**config.mk**
```make
export PLATFORM = sky130hd
export DESIGN_NAME = if_prefetch
export DESIGN_NICKNAME = d
export VERILOG_FILES = /design/src/rtl/rv_fetch_pkg.sv /design/src/rtl/fetch_fifo.sv /design/src/rtl/if_prefetch.sv
export SDC_FILE = /design/constraint.sdc
export NUM_CORES = 1
export LEC_CHECK = 0
export BUFFER_PORTS_ARGS = -buffer_cell sky130_fd_sc_hd__clkbuf_2
export CAP_MARGIN = 15
export CORE_MARGIN = 4
export CORE_UTILIZATION = 52
export CTS_CLUSTER_DIAMETER = 40
export DETAILED_ROUTE_END_ITERATION = 6
export PLACE_DENSITY = 0.72
export SYNTH_ARGS = -nofsm -noshare
export SYNTH_HDL_FRONTEND = slang
export SYNTH_HIERARCHICAL = 1
export SYNTH_SLANG_ARGS = --single-unit
```
**constraint.sdc**
```tcl
create_clock -name clk -period 17.8 [get_ports clk]
set_clock_uncertainty 0.2 [all_clocks]
set_input_delay 1.78 -clock clk [delete_from_list [all_inputs] [get_ports clk]]
set_output_delay 1.78 -clock clk [all_outputs]
set_load 0.05 [all_outputs]
```
**src/rtl/rv_fetch_pkg.sv**
```systemverilog
// Shared fetch-unit constants and the prefetch buffer entry type.
// Used by if_prefetch and fetch_fifo.
package rv_fetch_pkg;

  localparam int XLEN = 32;
  localparam logic [XLEN-1:0] RESET_PC_DEF = 32'h0000_0000;
  localparam int DEPTH_DEF = 4;
  localparam logic [XLEN-1:0] PC_INC = 32'd4;

  typedef struct packed {
    logic [XLEN-1:0] pc;
    logic [XLEN-1:0] instr;
  } fetch_entry_t;

  function automatic logic [XLEN-1:0] align_pc(
    input logic [XLEN-1:0] a
  );
    return a & ~(XLEN'(3));
  endfunction

endpackage

```
**src/rtl/fetch_fifo.sv**
```systemverilog
// Synchronous DEPTH x {pc,instr} FIFO with flush; one push and one pop per cycle.
// Ports: clk, rst_ni, flush_i, push_i/wdata_i, pop_i/rdata_o, full_o, empty_o, count_o.
module fetch_fifo
  import rv_fetch_pkg::*;
#(
  parameter int DEPTH = DEPTH_DEF,
  localparam int CW = $clog2(DEPTH + 1)
) (
  input  logic          clk,
  input  logic          rst_ni,
  input  logic          flush_i,
  input  logic          push_i,
  input  fetch_entry_t  wdata_i,
  input  logic          pop_i,
  output fetch_entry_t  rdata_o,
  output logic          full_o,
  output logic          empty_o,
  output logic [CW-1:0] count_o
);

  localparam int PW = (DEPTH > 1) ? $clog2(DEPTH) : 1;

  fetch_entry_t  mem_q [DEPTH];
  logic [PW-1:0] wr_ptr_q, wr_ptr_d;
  logic [PW-1:0] rd_ptr_q, rd_ptr_d;
  logic [CW-1:0] cnt_q, cnt_d;
  logic          do_push, do_pop;

  function automatic logic [PW-1:0] nxt(
    input logic [PW-1:0] p
  );
    return (p == PW'(DEPTH - 1)) ? '0 : p + 1'b1;
  endfunction

  assign full_o  = (cnt_q == CW'(DEPTH));
  assign empty_o = (cnt_q == '0);
  assign count_o = cnt_q;
  assign rdata_o = mem_q[rd_ptr_q];

  assign do_pop  = pop_i & ~empty_o;
  assign do_push = push_i & (~full_o | do_pop);

  always_comb begin
    wr_ptr_d = wr_ptr_q;
    rd_ptr_d = rd_ptr_q;
    cnt_d    = cnt_q;
    if (flush_i) begin
      wr_ptr_d = '0;
      rd_ptr_d = '0;
      cnt_d    = '0;
    end else begin
      if (do_push) wr_ptr_d = nxt(wr_ptr_q);
      if (do_pop)  rd_ptr_d = nxt(rd_ptr_q);
      unique case ({do_push, do_pop})
        2'b10:   cnt_d = cnt_q + CW'(1);
        2'b01:   cnt_d = cnt_q - CW'(1);
        default: cnt_d = cnt_q;
      endcase
    end
  end

  always_ff @(posedge clk) begin
    if (!rst_ni) begin
      wr_ptr_q <= '0;
      rd_ptr_q <= '0;
      cnt_q    <= '0;
    end else begin
      wr_ptr_q <= wr_ptr_d;
      rd_ptr_q <= rd_ptr_d;
      cnt_q    <= cnt_d;
    end
  end

  always_ff @(posedge clk) begin
    if (do_push && !flush_i) mem_q[wr_ptr_q] <= wdata_i;
  end

endmodule

```
**src/rtl/if_prefetch.sv**
```systemverilog
// Instruction prefetcher: issues in-order fetches, buffers responses, handles redirects.
// Ports: clk/rst, redirect_*, imem_req_*, imem_rsp_*, instr_* (valid/ready to decode).
module if_prefetch
  import rv_fetch_pkg::*;
#(
  parameter logic [XLEN-1:0] RESET_PC = RESET_PC_DEF,
  parameter int DEPTH = DEPTH_DEF
) (
  input  logic            clk,
  input  logic            rst,
  input  logic            redirect_valid,
  input  logic [XLEN-1:0] redirect_pc,
  output logic            imem_req_valid,
  output logic [XLEN-1:0] imem_req_addr,
  input  logic            imem_req_ready,
  input  logic            imem_rsp_valid,
  input  logic [XLEN-1:0] imem_rsp_data,
  output logic            instr_valid,
  output logic [XLEN-1:0] instr_data,
  output logic [XLEN-1:0] instr_pc,
  input  logic            instr_ready
);

  localparam int CW = $clog2(DEPTH + 1);

  logic [XLEN-1:0] fetch_pc_q, fetch_pc_d;
  logic [XLEN-1:0] rsp_pc_q, rsp_pc_d;
  logic [CW-1:0]   outst_q, outst_d;
  logic [CW-1:0]   drop_q, drop_d;

  logic [CW-1:0]   fifo_cnt;
  logic            fifo_full, fifo_empty;
  fetch_entry_t    fifo_rdata, fifo_wdata;
  logic [CW:0]     in_use;
  logic            req_fire, rsp_drop, rsp_push, pop;

  // Buffered plus in-flight never exceeds DEPTH, so every
  // accepted response is guaranteed a free slot.
  assign in_use = {1'b0, fifo_cnt} + {1'b0, outst_q};

  assign imem_req_valid = rst & ~redirect_valid
                        & (in_use < (CW+1)'(DEPTH));
  assign imem_req_addr  = fetch_pc_q;
  assign req_fire       = imem_req_valid & imem_req_ready;

  assign rsp_drop = imem_rsp_valid
                  & (redirect_valid | (drop_q != '0));
  assign rsp_push = imem_rsp_valid & ~rsp_drop
                  & (~fifo_full | pop);

  assign instr_valid = rst & ~fifo_empty;
  assign pop         = instr_valid & instr_ready & ~redirect_valid;

  assign instr_data = instr_valid ? fifo_rdata.instr : '0;
  assign instr_pc   = instr_valid ? fifo_rdata.pc : RESET_PC;

  assign fifo_wdata.pc    = rsp_pc_q;
  assign fifo_wdata.instr = imem_rsp_data;

  always_comb begin
    fetch_pc_d = fetch_pc_q;
    rsp_pc_d   = rsp_pc_q;
    outst_d    = outst_q;
    drop_d     = drop_q;
    unique case ({req_fire, imem_rsp_valid})
      2'b10:   outst_d = outst_q + CW'(1);
      2'b01:   outst_d = (outst_q != '0) ? outst_q - CW'(1) : '0;
      default: outst_d = outst_q;
    endcase
    if (req_fire) fetch_pc_d = fetch_pc_q + PC_INC;
    if (rsp_push) rsp_pc_d = rsp_pc_q + PC_INC;
    if (imem_rsp_valid && !redirect_valid && drop_q != '0)
      drop_d = drop_q - CW'(1);
    // Everything still in flight after this cycle is stale.
    if (redirect_valid) begin
      fetch_pc_d = align_pc(redirect_pc);
      rsp_pc_d   = align_pc(redirect_pc);
      drop_d     = outst_d;
    end
  end

  always_ff @(posedge clk) begin
    if (!rst) begin
      fetch_pc_q <= RESET_PC;
      rsp_pc_q   <= RESET_PC;
      outst_q    <= '0;
      drop_q     <= '0;
    end else begin
      fetch_pc_q <= fetch_pc_d;
      rsp_pc_q   <= rsp_pc_d;
      outst_q    <= outst_d;
      drop_q     <= drop_d;
    end
  end

  fetch_fifo #(
    .DEPTH (DEPTH)
  ) u_fifo (
    .clk     (clk),
    .rst_ni  (rst),
    .flush_i (redirect_valid),
    .push_i  (rsp_push),
    .wdata_i (fifo_wdata),
    .pop_i   (pop),
    .rdata_o (fifo_rdata),
    .full_o  (fifo_full),
    .empty_o (fifo_empty),
    .count_o (fifo_cnt)
  );

endmodule
```
---- Word level (Yosys, flattened, before mapping) ----
Memory sizes are Yosys's and may differ from the RTL's. A register that Yosys moved wholly into a read port is not among the register bits.
Index checks and enable logic that the tools add are counted.
cells by class
  add/sub/neg operators ................... 10
  magnitude comparators ................... 1
  equal/unequal tests ..................... 7
  muxes and demuxes ....................... 17
  bitwise operators ....................... 19
  reduce and logical (&&, ||, !) cells .... 12
operators by type and width
  operator               count
  $mux 32                6
  $add 32x3->32 const B  2
  $pmux 3 s2             2
  $and 1x1->1            11
  $mux 3                 3
  $sub 3x1->3 const B    3
  $eq 2x2->1 const B     4
  $mux 2                 4
  $reduce_bool 2->1      4
  $add 3x1->3 const B    2
  $reduce_bool 3->1      2
  $not 1->1              5
  $add 2x1->2 const B    2
  $add 3x3->4            1
  $eq 2x1->1 const B     2
  $lt 4x3->1 const B     1
  $eq 3x3->1 const B     1
  $logic_and 1x1->1      3
  $logic_not 3->1        1
  $or 1x1->1             3
  $mux 1                 2
  $reduce_or 2->1        1
  $logic_not 1->1        1
word-level totals
  register bits after elaboration ......... 77
  bits in writable memories ............... 256
  input bits .............................. 70
  output and inout port bits .............. 98
  word-level logic and storage cells ...... 76
  memories kept ........................... 1
memories
  name          words  width  read ports  clocked after Yosys merged registers in  write ports  RTL line          text
  u_fifo.mem_q  4      64     1           1                                        1            fetch_fifo.sv:23  fetch_entry_t mem_q [DEPTH];

---- Longest topological paths before layout ----
Gate-level depths: netlist of the first run.
  depth in word-level cells ............... 11
  gate-level depth with buffers ........... 13

---- Hierarchy ----
The synthesis of the first run kept the hierarchy.
modules (own cells, without submodules)
  module       instances  cells each  area an instance (µm²)
  fetch_fifo   1          389         9733.1
  if_prefetch  1          552         4301.6

---- Least setup slack after synthesis of the first run ----
No wires, ideal clock.
  path kind ............................... input to register
  from .................................... input port rst
  to ...................................... memory u_fifo/mem_q[0][0] in the netlist's numbering, enable pin
  setup time .............................. 579 ps
  data arrival time ....................... 7483 ps
  data required time ...................... 17021 ps
  setup slack ............................. 9538 ps
  cell stages on the path ................. 7
  cell sequence ........................... buf_4 nand4bb_1 inv_1 o21ai_1 inv_1 o41ai_4 nor3b_1
between the ends
  word-level cells in the longest chain between the ends .. 9
ends and longest elaborated chain
  item                          RTL line           text
  start: declaration            if_prefetch.sv:10  input logic rst,
  $and 1x1->1                   if_prefetch.sv:51  assign instr_valid = rst & ~fifo_empty;
  $and 1x1->1 (2 in a row)      if_prefetch.sv:52  assign pop = instr_valid & instr_ready & ~redirect_valid;
  net pop                       if_prefetch.sv:35  logic req_fire, rsp_drop, rsp_push, pop;
  $or 1x1->1                    if_prefetch.sv:49  & (~fifo_full | pop);
  $and 1x1->1                   if_prefetch.sv:49
  net rsp_push                  if_prefetch.sv:35
  $and 1x1->1                   fetch_fifo.sv:41   assign do_push = push_i & (~full_o | do_pop);
  $logic_and 1x1->1             fetch_fifo.sv:75   if (do_push && !flush_i) mem_q[wr_ptr_q] <= wdata_i;
  $mux 1                        fetch_fifo.sv:75
  $mux 1 (not written as such)  fetch_fifo.sv:75
  end: declaration              fetch_fifo.sv:23
The timed path passes the listed nets, and every way through them passes these cells.

---- Worst setup path in the final report of the first run ----
  from .................................... input port rst
  to ...................................... output port instr_pc[16]
between the ends
  word-level cells in the longest chain between the ends .. 2
ends and longest elaborated chain
  item              RTL line           text
  $and 1x1->1       if_prefetch.sv:51
  $mux 32           if_prefetch.sv:55  assign instr_pc = instr_valid ? fifo_rdata.pc : RESET_PC;
  end: declaration  if_prefetch.sv:20  output logic [XLEN-1:0] instr_pc,
No other way between the ends.

==> results of run 1 <==
## flip-flops by register name (all words and copies together), names as in the netlist, named ones only
register         cells
u_fifo/mem_q       256
outst_q              3
u_fifo/rd_ptr_q      2
u_fifo/count_o       3
imem_req_addr       30
rsp_pc_q            30
u_fifo/wr_ptr_q      2
drop_q               3
## cell families (layout without fill, tap and decap cells)
group                      Yosys count  count (layout)  share of synthesized area [%]
AOI/OAI and AO/OA                  149             149                           6.60
xor gates and xnor gates            38              38                           2.37
adders and majority gates           19              19                           1.75
buffers and inverters               75             275                           2.40
DFF                                331             331                           65.5
muxes                               68              68                           10.6
other                                1              10                         0.0267
and+or+nand+nor                    260             260                           10.8
## per-stage QoR
stage	instance area, um^2	util, %	instances	hold WS, ps
floorplan	14100	-	950	260
global placement	15200	57.8	1414	273
detailed placement	15200	57.8	1414	281
CTS	16600	63.1	1485	290
global route	16600	63.1	1485	330
finish	16600	63.1	1485	285
## tightest hold or removal path: cells and delay by family, from the launching register on
family,cells,cell delay [ps]
flip-flops,1,320
AND/OR/NAND/NOR,1,60
AO/OA/AOI/OAI,1,60
## per-layer routing
| metal | part of all wire (%) | vias to the layer above |
|---|---|---|
| li1 | - | 4018 |
| met1 | 43 | 4237 |
| met2 | 47 | 363 |
| met3 | 7.8 | 48 |
| met4 | 1.7 | 0 |
| met5 | 0 | - |
## worst max path at each step
| stage | depth (start not counted) | to | slack (ps) | start |
|---|---|---|---|---|
| after global routing | 7 | instr_pc[16] | 11720 | rst |
| after floorplan | 7 | u_fifo/mem_q[0][0] | 9540 | rst |
| after global placement | 7 | instr_pc[22] | 11940 | rst |
| after CTS | 7 | instr_pc[16] | 11870 | rst |
| final | 7 | instr_pc[16] | 11950 | rst |
| after detailed placement | 7 | instr_pc[16] | 11880 | rst |
## power groups by stage
stage / sequential [mW] / combinational, mW / clock, mW
final: 0.869 / 0.0915 / 0.825
after global routing: 0.871 / 0.0997 / 0.878
after CTS: 0.869 / 0.0918 / 0.841
after detailed placement: 0.885 / 0.0914 / 0
after global placement: 0.883 / 0.0897 / 0
after floorplan: 0.894 / 0.0482 / 0
## Yosys cell counts (all sizes together) (4+ instances only)
library cell	number
o21ai	41
inv	31
mux4	64
nand3	30
nand4	24
and3	7
clkbuf	24
and4	9
xor2	15
xnor2	23
or4	8
nor3b	4
nor3	18
a21oi	57
edfxtp	256
a211oi	4
nand2	38
a22oi	4
a31oi	9
dfxtp	75
nor2	31
buf	20
o211ai	5
ha	18
and2	67
nor4	9
or3	5
## area by class of cell
class | instances | area (um^2) | area share, %
inverters | 31 | 116 | 0.702
flip-flops and latches | 331 | 9190 | 55.5
clock buffers | 44 | 1040 | 6.26
well taps | 335 | 419 | 2.53
repair buffers | 173 | 891 | 5.38
clock inverters | 27 | 345 | 2.08
multi-input cells | 544 | 4570 | 27.6
==> results, run 1 <==
- The die covers 29700 um^2.
- The detailed-route wire length per cell is 19.9 um.
- Counting along the longest clock path gives a buffer depth of 3.
- At the end of routability-driven placement, the weighted congestion stood at 0.897.
- The via count of the routed design is 8666.
- The root buffer selected by CTS is sky130_fd_sc_hd__clkbuf_16.
- The delay of the slowest critical-path stage is 540 ps.
- The sum of internal, switching and leakage power is 1.79 mW.
- The fraction of met3 tracks used by global routing is 3.96%.
- The synthesized design contains 331 register bits.
- The worst path uses 32.9% of the clock period.
- In the final layout, the share of cells above drive strength 1 is 28.4%.
- After detailed routing, the number of remaining DRC violations is 0.
- The later pin in the worst-skew pair is clocked with a latency of 510 ps.
- Yosys mapped a number of flops with a built-in enable equal to 256.
- The filler cell count in the final layout is 1964.
- The die span in y is 172 um.
- In the post-synthesis netlist, the biggest area contributors are sky130_fd_sc_hd__edfxtp_1 55%, sky130_fd_sc_hd__dfxtp_1 11%, sky130_fd_sc_hd__mux4_2 10%.
- The switching share of power is 22.0%.
- The wire length of the first global-routing pass is 46300 um.
- The repair_antennas step left the layout with diodes totalling 0.
- Leaving out fill and tap cells, the most frequent cells in the layout are 256 x sky130_fd_sc_hd__edfxtp_1, 163 x sky130_fd_sc_hd__clkbuf_2, 73 x sky130_fd_sc_hd__dfxtp_1.
- The iteration count of the initial detailed-routing pass is 6.
- The share of total power dissipated in sequential elements is 48.7%.
- The via count of the first global-routing pass came to 8577.
- For this run the aggregate overflow at the end of global routing stands at 0.
- The launch instance of the worst register-to-register path is u_fifo/count_o[0].
- The analysis attributes to cell leakage a power of 5.78 nW.
- The transition time of the tightest slew-check pin is 969 ps.
- Across the VDD grid, the largest voltage drop is 0.0000665 V.
- The critical register-to-register path endpoint is u_fifo/count_o[2].
- The type of the worst setup path is in2out.
- The worst register-to-register path has a depth of 12.
- The TritonCTS clock tree is yes.
- After global routing, the most crowded layer is met2.
- The flow ran to the end, and the final reports show no timing, DRC or antenna violations.
- The HPWL after detailed placement is 18300 um.
- The net switching power is 0.393 mW.
- The number of rows created at floorplan is 59.
- For this run, global-route usage on met2 was measured as 32.8%.
- The number of setup buffers added after CTS is 0.
- Gates resized during post-CTS repair numbered 0.
- The final-stage net count is 1209.
- The cell area that synthesis handed to floorplanning was 14000 um^2.
- The synthesized design spends more area on one cell type than any other, namely sky130_fd_sc_hd__edfxtp_1.
- The critical hold path startpoint is u_fifo/rd_ptr_q[0].
- The minimum period implied by the final worst setup slack is 5850 ps.
- For this run, the register share of the synthesized area comes to 65.5%.
- After floorplanning, the core was sized to cover 26300 um^2.
- The total count of max-transition violations in the final report came to 0.
- The initial standard-cell utilization of the core is 53.4%.
- 168 I/O pins were placed.
- The number of setup violations in the final report is 0.
- Setup repair after global routing left no endpoint under its margin.
- The H-tree was split into 2 levels.
- Summed over all failing endpoints, the final setup total negative slack is 0 ps.
- The worst setup path is launched from an input port.
- The internal power of the cells totals 1.39 mW.
- The worst hold path cell count is 2.
- STA puts the critical path data required time at 15820 ps.
- Yosys printed 6 warnings.
- The worst min-delay path class is reg2reg.
- The number of antenna violations at the first check in global routing came to 0.
- On the critical path the largest part of the delay comes from buffers and inverters.
- The most frequent standard cell in the layout excluding fill and tap cells is sky130_fd_sc_hd__edfxtp_1.
- Each instance of the synthesized netlist takes up on average 14.9 um^2.
- In the synthesized netlist the dominant register cell turns out to be sky130_fd_sc_hd__edfxtp_1.
- Input and output buffers added on the ports amount to 163.
- Across all register-to-register paths, the minimum setup slack is 13790 ps.
- The slowest library cell on the worst path is sky130_fd_sc_hd__clkbuf_2.
- Max-cap violations in this run came to 0.
- The via density per instance is 5.84.
- The critical path goes through clkbuf_2, inv_1, buf_4, nor2_4, buf_4, and2_1, clkbuf_2.
- Once detail routing completed, the nets flagged for antenna violations numbered 0.
- The buffer and inverter count on the worst path is 5.
- The maximum fanout along the worst path is 65.
- The TritonCTS sink count is 331.
- The type of destination of the critical path is a primary output.
- The count of mapped cells out of synthesis is 941.
- After clock tree synthesis, the clock-pin slew on the worst setup and hold paths is 60 ps.
- For this run, the total global-route usage over all layers was measured as 19.8%.
- Buffers inserted to repair hold after CTS numbered 0.
- The maximum clock frequency is 171 MHz.
- The share of async-settable or async-resettable flops after synthesis is 0%.
- The maximum number of pins on one net before global-route repair is 66.
- The number of clock buffers inserted by TritonCTS is 39.
- The total length of routed wires is 29500 um.
- The final worst slack is 11950 ps.
- The final hold violation count is 0.
- The portion of total power attributed to the clock network is 46.2%.
- The worst slack after detailed placement is 11880 ps.
- The arrival time of data at the critical path endpoint is 3870 ps.
- From synthesis to final layout, the design area changed by 18.1%.
- Dividing total power by cell area gives a power density of 108 nW/um^2.
- The number of different library cells used by synthesis comes to 75.
- The x dimension of the die is 172 um.
- The met1 track utilization from global routing is 27.7%.
- The starting DRC count in detailed routing is 596.
- Of the total power, combinational logic draws 5.1%.
- The share of the synthesized area in the top cell type is 54.8%.
- The worst pin sits at a relative slew slack of 35.4%.
No activity file was read; power rests on OpenSTA's default activity.
==> run 2: changes to the inputs <==
--- a/config.mk
+++ b/config.mk
@@ -5,13 +5,14 @@
 export SDC_FILE = /design/constraint.sdc
 export NUM_CORES = 1
 export LEC_CHECK = 0
+export ABC_AREA = 1
 export BUFFER_PORTS_ARGS = -buffer_cell sky130_fd_sc_hd__clkbuf_2
 export CAP_MARGIN = 15
 export CORE_MARGIN = 4
 export CORE_UTILIZATION = 52
 export CTS_CLUSTER_DIAMETER = 40
 export DETAILED_ROUTE_END_ITERATION = 6
-export PLACE_DENSITY = 0.72
+export PLACE_DENSITY = 0.75
 export SYNTH_ARGS = -nofsm -noshare
 export SYNTH_HDL_FRONTEND = slang
 export SYNTH_HIERARCHICAL = 1
==> constraint.sdc (replaced) <==
create_clock -name clk -period 4.8 [get_ports clk]
set_clock_uncertainty 0.2 [all_clocks]
set_input_delay 0.48 -clock clk [delete_from_list [all_inputs] [get_ports clk]]
set_output_delay 0.48 -clock clk [all_outputs]
set_load 0.05 [all_outputs]
==> results, run 2 <==
- Ranked by flip-flop count, first place goes to u_fifo/mem_q.
- The library cell used most frequently in the layout, excluding fill and tap cells, is sky130_fd_sc_hd__nor2_1.
- The worst hold slack after final layout is 11.3 ps (-273 ps).
- The number of clock buffers inserted by TritonCTS was 40 (+2.6%).
- For this run, the leading register cell type out of synthesis is sky130_fd_sc_hd__edfxtp_1.
- The total inserted antenna cells is 0 (unchanged).
- The data required time at the worst endpoint is 4120 ps (-11700 ps).
- The filler cell count in the final layout is 2341 (+19%).
- The number of setup buffers added after CTS is 0 (unchanged).
- The maximum fanout along the worst path is 64 (-1.5%).
- The die span in y is 180 um (+4.2%).
- The arrival time of data at the critical path endpoint is 2660 ps (-1210 ps).
- The number of library cell types mapped by synthesis is 41 (-45%).
- The critical path startpoint category is a register.
- The number of buffers added on ports came to 163 (unchanged).
- The number of flip-flops in the largest register is 256 (unchanged).
- The total length of routed wires is 35800 um (+21%).
- The final-stage net count is 1931 (+60%).
- The clock-pin transition on the worst setup and hold timing paths is 60 ps (about the same).
- The remaining number of nets flagged by the antenna check after routing is 0 (unchanged).
- The internal power consumption came to 5.00 mW (+260%).
- The total count of max-transition violations in the final report was 0 (unchanged).
- The type of the worst setup path is reg2out.
- The synthesized area per cell is 9.28 um^2 (-38%).
- The number of antenna violations at the first check in global routing came to 0 (unchanged).
- The x dimension of the die is 180 um (+4.2%).
- The transition time of the tightest slew-check pin is 1090 ps (+124 ps).
- The last weighted congestion value of the routability-driven placer was 0.904 (+0.77%).
- The sequential element share of the synthesized area is 60.0% (-5.5 points).
- The via count of the routed design is 12100 (+40%).
- The via density per instance is 5.37 (-8.0%).
- The most frequent cell after synthesis is sky130_fd_sc_hd__nor2_1.
- The share of the synthesized area in the top cell type is 50.2% (-4.6 points).
- The reported leakage power is 7.32 nW (+27%).
- The area of the multi-input gates is 4980 um^2 (+9.1%).
- The cell area after placement is 16400 um^2 (+8.0%).
- The synthesized design spends more area on one cell type than any other, namely sky130_fd_sc_hd__edfxtp_1.
- The peak ir drop on the vdd network is 0.000232 V (+250%).
- The final hold violation count came to 0 (unchanged).
- The iteration count of the initial detailed-routing pass came to 5 (-1).
- The TritonCTS sink count is 331 (unchanged).
- The die area came to 32300 um^2 (+8.7%).
- The switching share of power is 24.6% (+2.5 points).
- The sum of internal, switching and leakage power is 6.64 mW (+270%).
- The worst setup path is captured at a primary output.
- The final standard cell area without fillers is 18000 um^2 (+8.8%).
- The layout cell share with drive strength beyond 1 came to 14.2% (-14 points).
- The core area is 28900 um^2 (+9.8%).
- In the post-synthesis netlist, the biggest area contributors are sky130_fd_sc_hd__edfxtp_1 50%, sky130_fd_sc_hd__dfxtp_1 9.8%, sky130_fd_sc_hd__nor2_1 7.6%.
- The minimum period implied by the final worst setup slack is 3340 ps.
- The library cells used most frequently in the layout, excluding fill and tap cells, are 306 x sky130_fd_sc_hd__nor2_1, 264 x sky130_fd_sc_hd__nand2_1, 256 x sky130_fd_sc_hd__edfxtp_1.
- The portion of total power attributed to the clock network is 43.3% (-2.9 points).
- The accumulated negative setup slack is 0 ps (unchanged).
- The half-perimeter wire length after detailed placement was 21900 um (+20%).
- The number of synthesized register bits was 331 (unchanged).
- The count of yosys warnings during synthesis came to 6 (unchanged).
- The number of maximum-capacitance violations is 0 (unchanged).
- The share of total power in combinational logic was 7.5% (+2.4 points).
- The number of setup violations in the final report is 0 (unchanged).
- The root buffer selected by CTS is sky130_fd_sc_hd__clkbuf_16.
- The number of synthesized flops with an enable pin was 256 (unchanged).
- The maximum buffer depth of the clock tree came to 3 (unchanged).
- The clock latency at the later pin of the worst-skew pair is 520 ps (about the same).
- The TritonCTS clock tree is yes.
- The run finished with clean final reports.
- The initial standard-cell utilization of the core is 53.1% (-0.35 points).
- The overall fraction of global-route tracks in use came to 21.6% (+1.7 points).
- The via count of the first global-routing pass was 11600 (+35%).
- The maximum clock frequency is 300 MHz.
- Relative to the synthesized area, the layout overhead comes to 17.8%.
- Setup repair after global routing left no endpoint under its margin.
- The area used by sequential logic in the layout is 9190 um^2 (unchanged).
- The detailed-route wire length per cell is 15.9 um (-20%).
- The worst slack after detailed placement is 1410 ps (-10470 ps).
- The final worst slack is 1460 ps (-10480 ps).
- The final routed DRC violation total is 0 (unchanged).
- The number of rows created at floorplan came to 62 (+5.1%).
- The count of mapped cells out of synthesis is 1649 (+75%).
- Of the available clock period, the critical path in the final layout requires 69.5%.
- The sequential share of power is 49.1% (+0.4 points).
- The worst min-delay path class is in2reg.
- The wire length of the first global-routing pass was 58200 um (+26%).
- The H-tree depth is 2 (unchanged).
- The share of async-settable or async-resettable flops after synthesis came to 0% (unchanged).
- The area of the mapped netlist is 15300 um^2 (+9.1%).
- The power per unit of standard cell area was 368 nW/um^2 (+240%).
- The worst slew margin relative to its limit is 27.1% (-8.3 points).
- The maximum number of pins on one net before global-route repair is 87 (+32%).
- The commonest cells after synthesis are 310 x sky130_fd_sc_hd__nor2_1, 264 x sky130_fd_sc_hd__nand2_1, 256 x sky130_fd_sc_hd__edfxtp_1.
- The total congestion overflow after global routing came to 0 (unchanged).
- The starting DRC count in detailed routing was 927 (+56%).
- The number of primary I/O pins is 168 (unchanged).
- The net switching power is 1.63 mW (+310%).
## run 2: cell count changes in the layout (fill, tap and decap cells not counted), moves of 21 or more
cell                            before  now
sky130_fd_sc_hd__and2_1             67    5
sky130_fd_sc_hd__nand3_1            30   98
sky130_fd_sc_hd__nand2_1            37  264
sky130_fd_sc_hd__dlygate4sd3_1       0   35
sky130_fd_sc_hd__mux4_2             64    0
sky130_fd_sc_hd__o21ai_1             1   58
sky130_fd_sc_hd__nor2_1             29  306
sky130_fd_sc_hd__xnor2_1            23    2
sky130_fd_sc_hd__o21ai_0            40  123
sky130_fd_sc_hd__o22ai_1             0   66
sky130_fd_sc_hd__inv_1              29  194
## run 2: logic make-up (layout without fill, tap and decap cells)
kind of cell    Yosys count  in the layout  share of synthesized area, %
fa+ha+maj                19             19                          1.60
mux                       2              2                         0.131
xor+xnor                 10             10                         0.572
other cells               1             10                        0.0245
flops                   331            331                          60.0
simple gates            708            708                          19.1
buf+inv                 271            486                          7.84
compound gates          307            307                          10.7
## run 2: worst max-delay path: stages, from the launching register on
cell and delay, ps:
sky130_fd_sc_hd__dfxtp_4 550, sky130_fd_sc_hd__buf_4 580, sky130_fd_sc_hd__o21ai_0 210, sky130_fd_sc_hd__o22ai_1 250, sky130_fd_sc_hd__inv_1 80, sky130_fd_sc_hd__nor2_1 140
sky130_fd_sc_hd__clkbuf_2 310
## run 2: metal layers
layer	track usage, %	vias up	share of wire, %
met4	5.58	0	1.8
met1	29.8	5677	44
met5	0	-	0
met2	35.5	465	47
met3	4.12	57	7.3
li1	-	5925	-
## run 2: path summary, 6_finish.rpt
kind / slack, ps / cells past startpoint / startpoint / endpoint
setup / recovery: 1460 / 6 / register / instr_pc[8]
hold / removal: 10 / 3 / redirect_pc[12] / imem_req_addr[12]
setup reg to reg: 1790 / 12 / u_fifo/count_o[1] / u_fifo/mem_q[0][58]
hold reg to reg: 320 / 2 / drop_q[1] / drop_q[1]
## run 2: timing repair
item / CTS / global route
gates resized for setup: 0 / 0
hold buffers: 35 / 0
setup endpoints to repair: 0 / 0
endpoints found under the hold margin: 131 / 0
## run 2: layout make-up
type                       instances  share of cell area [%]
timing repair buffer             213                    7.44
inverter                         200                    4.18
tap                              384                    2.66
sequential                       331                    51.0
clock inverter                    26                    1.42
clock buffer                      47                    5.70
multi-input combinational       1056                    27.6
## run 2: stage by stage
| stage | util, % | instances |
|---|---|---|
| after detailed placement | 56.8 | 2149 |
| after global routing | 62.5 | 2257 |
| after floorplan | - | 1658 |
| after global placement | 56.8 | 2149 |
| after CTS | 62.5 | 2257 |
| final | 62.5 | 2257 |
## run 2: power by group through the flow
stage / sequential (mW) / combinational [mW] / clock (mW)
after floorplan: 3.34 / 0.287 / 0
after CTS: 3.26 / 0.501 / 2.92
after global placement: 3.31 / 0.461 / 0
after detailed placement: 3.32 / 0.475 / 0
final: 3.26 / 0.501 / 2.88
after global routing: 3.27 / 0.554 / 3.04
